==> config.mk <==
export PLATFORM = sky130hd
export DESIGN_NAME = mux8_rr_arbiter
export DESIGN_NICKNAME = d
export VERILOG_FILES = /design/src/rtl/mux8_rr_arbiter.sv
export SDC_FILE = /design/constraint.sdc
export NUM_CORES = 1
export LEC_CHECK = 0
export ABC_AREA = 1
export BUFFER_PORTS_ARGS = -buffer_cell sky130_fd_sc_hd__clkbuf_2
export CORE_MARGIN = 3
export CORE_UTILIZATION = 55
export CTS_BUF_LIST = sky130_fd_sc_hd__clkbuf_16
export DETAILED_ROUTE_END_ITERATION = 12
export PLACE_DENSITY = 0.79
export RECOVER_POWER = 100
export SYNTH_ARGS = -nofsm -noshare
export SYNTH_HDL_FRONTEND = slang
export SYNTH_SLANG_ARGS = --single-unit
==> constraint.sdc <==
create_clock -name clk -period 3.1 [get_ports clk]
set_input_delay 0 -clock clk [delete_from_list [all_inputs] [get_ports clk]]
set_output_delay 0 -clock clk [all_outputs]
set_load 0.01 [all_outputs]
==> src/rtl/mux8_rr_arbiter.sv <==
// Round-robin arbiter for a shared 8:1 single-bit mux. It caps grant length and inserts
// one idle cycle after every grant. Returns a registered copy of the selected bit.
module mux8_rr_arbiter #(
    parameter int unsigned HOLD_CYCLES = 4,
    parameter int unsigned CNT_W       = 8
) (
    input  logic       clk,
    input  logic       rst,
    input  logic [7:0] req,
    input  logic [7:0] data_in,
    output logic [7:0] grant,
    output logic [2:0] select,
    output logic       busy,
    output logic       valid,
    output logic       muxout
);

    typedef enum logic {
        IDLE  = 1'b0,
        GRANT = 1'b1
    } state_t;

    state_t           state_q, state_d;
    logic [2:0]       ptr_q, ptr_d;
    logic [2:0]       sel_q, sel_d;
    logic [CNT_W-1:0] cnt_q, cnt_d;
    logic             valid_q, valid_d;
    logic             muxout_q, muxout_d;

    logic [2:0]       pick_idx;
    logic             pick_found;

    // NOTE: sequential state uses non-blocking assignments only, so every register
    // samples the pre-edge value of every other register.
    always_ff @(posedge clk) begin
        if (rst) begin
            state_q  <= IDLE;
            ptr_q    <= 3'd0;
            sel_q    <= 3'd0;
            cnt_q    <= '0;
            valid_q  <= 1'b0;
            muxout_q <= 1'b0;
        end else begin
            state_q  <= state_d;
            ptr_q    <= ptr_d;
            sel_q    <= sel_d;
            cnt_q    <= cnt_d;
            valid_q  <= valid_d;
            muxout_q <= muxout_d;
        end
    end

    // Rotating priority search: first requester at or after ptr, wrapping 7 -> 0.
    always_comb begin
        pick_idx   = 3'd0;
        pick_found = 1'b0;
        for (int k = 0; k < 8; k++) begin
            if (!pick_found && req[ptr_q + 3'(k)]) begin
                pick_idx   = ptr_q + 3'(k);
                pick_found = 1'b1;
            end
        end
    end

    // NOTE: every signal gets a default first, so no path leaves one unassigned
    // and no latch is inferred.
    always_comb begin
        state_d = state_q;
        ptr_d   = ptr_q;
        sel_d   = sel_q;
        cnt_d   = cnt_q;
        unique case (state_q)
            IDLE: begin
                if (pick_found) begin
                    state_d = GRANT;
                    sel_d   = pick_idx;
                    cnt_d   = CNT_W'(HOLD_CYCLES - 1);
                end
            end
            GRANT: begin
                if (!req[sel_q] || cnt_q == '0) begin
                    state_d = IDLE;
                    sel_d   = 3'd0;
                    ptr_d   = sel_q + 3'd1;
                end else begin
                    cnt_d = cnt_q - CNT_W'(1);
                end
            end
            default: state_d = IDLE;
        endcase
    end

    // The data path lags the grant by one cycle.
    always_comb begin
        valid_d  = (state_q == GRANT);
        muxout_d = (state_q == GRANT) && data_in[sel_q];
    end

    always_comb begin
        busy   = (state_q == GRANT);
        grant  = (state_q == GRANT) ? (8'b1 << sel_q) : 8'h00;
        select = (state_q == GRANT) ? sel_q : 3'd0;
        valid  = valid_q;
        muxout = muxout_q;
    end

endmodule
==> impl_metrics.toml <==
[logic_synthesis]
ys_seq_elements = 17
syn_area_per_cell_um2 = 6.375
yosysMostFrequentCell = "nand2_1"
synthFlopType = "dfxtp_1"
ys_top_cells_by_count = "nand2_1, nor2_1, inv_1"
synthCells = 294
synth_top_cell_by_area = "dfxtp_1"
yosys_warnings = 0
syn_nets = 322
ys_async_sr_fraction = 0
synth_edf_count = 0
yosysSeqAreaShare = 0.1816
syn_area_um2 = 1874
ys_types = 33
synth_top_area_frac = 0.1816
synthTopCellsByArea = "dfxtp_1, nand2_1, nand3_1"

[critical_path]
crit_chain = "inv_4 > ha_1 > inv_1 > nand3_1 > nand3_1 > nand2_2 > nor2_4 > nand4_4 > nor2_4 > nand3_2 > nand2_4 > nand2_4 > clkinv_8 > nand2_2 > a21oi_2"
arrival_ps = 2930
critPathKind = "reg -> reg"
crit_buf_inv = 3
critPathRequiredTime_ps = 3280
worstSetupEndpointType = "flip-flop"
crit_slowest_cell = "dfxtp_2"
critPathMaxFanout = 11
crit_family = "simple AND/OR/NAND/NOR gates"
startpoint_type = "flip-flop"
cp_slowest_stage_delay_ps = 440

[sta]
finalSetupTns_ps = 0
finalCritPeriodShare = 0.8881
setup_violations = 0
finalHoldViolations = 0
slew_headroom = 0.7042
rsz0062_at_grt = "false"
skew_ps = 3.287
fin_crit_ps = 2753
maxSlewViolCount = 0
max_freq_ghz = 0.3632
tightest_slew_ps = 443.0

[floorplan]
die_w_um = 64.38
pin_count = 32
die_area_um2 = 4144
rows = 20
core-area_um2 = 3153
die_h_um = 64.38
start_util = 0.5944

[placement]
dp_hpwl_um = 3493
port_buffers = 31
place_congestion = 0.9882
place_area_um2 = 2043
dp.cells = 364

[layout]
syn2layout_area_growth_pct = 12.08
num_antenna_cells = 0
drive_above_1_share = 0.1914
fin_util = 0.6663
final_nets = 353
fillers = 327
final_cells = 368
final_area_um2 = 2101

[clock_network]
root_buffer = "clkbuf_16"
cts_hold_buf = 0
clkLatencyLatePin_ps = 240
htreeDepth = 1
cts.sinks = 17
cts.path.max_buffers = 2
clkSlewWorstSetupHoldPaths_ps = 50
cts_tree = "yes"
cts_buffers = 3

[global_route]
grt_pass1_wl_um = 7935
grt_pass1_vias = 1825
grt_use_total = 0.2331
grt_start_max_net_pins = 14
grt.overflow.total = 0
antenna_found_initial = 0

[power_and_ir_drop]
p_comb_frac = 0.670
power_density_nw_per_um2 = 862.2
power_switching_mw = 0.9632
sequentialPowerShare = 0.193
swShare = 0.5318
power_mw = 1.811
ir_drop_v = 0.0004021
clock_power_share = 0.137
p_int_mw = 0.8482
p_leak_nw = 1.057

[outcome]
status = "finished clean"

[route]
routedWlPerCell_um = 11.86
firstDrtPassIters = 4
drc = 0
avgViaCountPerCell = 5.120
routed_wirelength_um = 4364
vias = 1884
drtIter0Drc = 132
detail-route-antenna-nets = 0

[hold_path]
hp-class = "in -> reg"

[flow_run]
max_cap_violations = 0
-- final cells by class --
type / count / area [um2] / share of cell area
repair buffers: 33 / 152.6 / 0.07266
flip-flops and latches: 17 / 341.6 / 0.1626
clock inverters: 1 / 3.754 / 0.001787
inverters: 37 / 153.9 / 0.07326
multi-input cells: 233 / 1319 / 0.6278
clock buffers: 3 / 75.07 / 0.03574
well taps: 44 / 55.05 / 0.02621
-- layout by cell type, fill, tap and decap left out, types with 8 or more instances in the layout --
cell type / Yosys / layout
clkbuf_1: 2 / 14
nand2_2: 9 / 9
dfxtp_1: 17 / 16
o21ai_0: 15 / 15
nand2_1: 72 / 72
inv_1: 32 / 33
nand3_2: 9 / 8
nor2_1: 40 / 40
clkbuf_2: 0 / 17
nand3_1: 30 / 31
ha_1: 10 / 10
a21oi_1: 9 / 9
nand2_4: 8 / 8
-- sequential cells by signal, summed over array words and instances, names as in the netlist --
name,flops
busy,1
cnt_q,8
muxout,1
ptr_q,3
sel_q,3
valid,1
-- layer usage --
| layer | vias to the layer above | GRT usage | part of all wire |
|---|---|---|---|
| met3 | 4 | 0.01582 | 0.041 |
| li1 | 1004 | - | - |
| met5 | - | 0 | 0 |
| met4 | 0 | 0.04749 | 0.0057 |
| met1 | 830 | 0.3255 | 0.46 |
| met2 | 46 | 0.3930 | 0.49 |
-- cell families (layout without fill, tap and decap cells) --
| group | Yosys count | after routing | synth area share |
|---|---|---|---|
| and+or+nand+nor | 178 | 178 | 0.4833 |
| buffers and inverters | 44 | 74 | 0.1122 |
| AOI/OAI and AO/OA | 35 | 35 | 0.1095 |
| DFF | 17 | 17 | 0.1816 |
| adders and majority gates | 10 | 10 | 0.06676 |
| xor gates and xnor gates | 10 | 10 | 0.04673 |
-- timing repair --
action,CTS,global route
resized for setup,0,1
endpoints found under the setup margin,0,9
buffers inserted,0,0
-- per-stage QoR --
step | hold WS (ps) | setup WS (ps)
finish | 82.07 | 346.8
global route | 101.2 | 63.13
global placement | 340.6 | 370.0
CTS | 88.98 | 197.7
detailed placement | 326.5 | 225.6
floorplan | 80.89 | 647.2
-- power by group through the flow --
stage,Sequential (mW),Clock (mW),Combinational (mW)
3_5_place_dp,0.353,0,1.21
3_3_place_gp,0.350,0,1.21
6_report,0.350,0.248,1.21
4_1_cts,0.349,0.250,1.22
2_1_floorplan,0.308,0,1.03
5_1_grt,0.362,0.261,1.39
-- path summary, 6_finish.rpt --
check / start / to / slack [ps] / cells after the start
max: ptr_q[0]$_SDFFE_PP0P_ / cnt_q[6]$_SDFFE_PP0P_ / 350 / 15
min: data_in[1] / muxout$_SDFF_PP0_ / 80 / 3
max reg2reg: ptr_q[0]$_SDFFE_PP0P_ / cnt_q[6]$_SDFFE_PP0P_ / 350 / 15
min reg2reg: cnt_q[7]$_SDFFE_PP0P_ / cnt_q[7]$_SDFFE_PP0P_ / 500 / 2
-- tightest hold or removal path: stages --
cell and delay (ps):
clkbuf_2 70, o21ai_0 60, a31oi_1 150
Power figures use the tool's default switching activity.
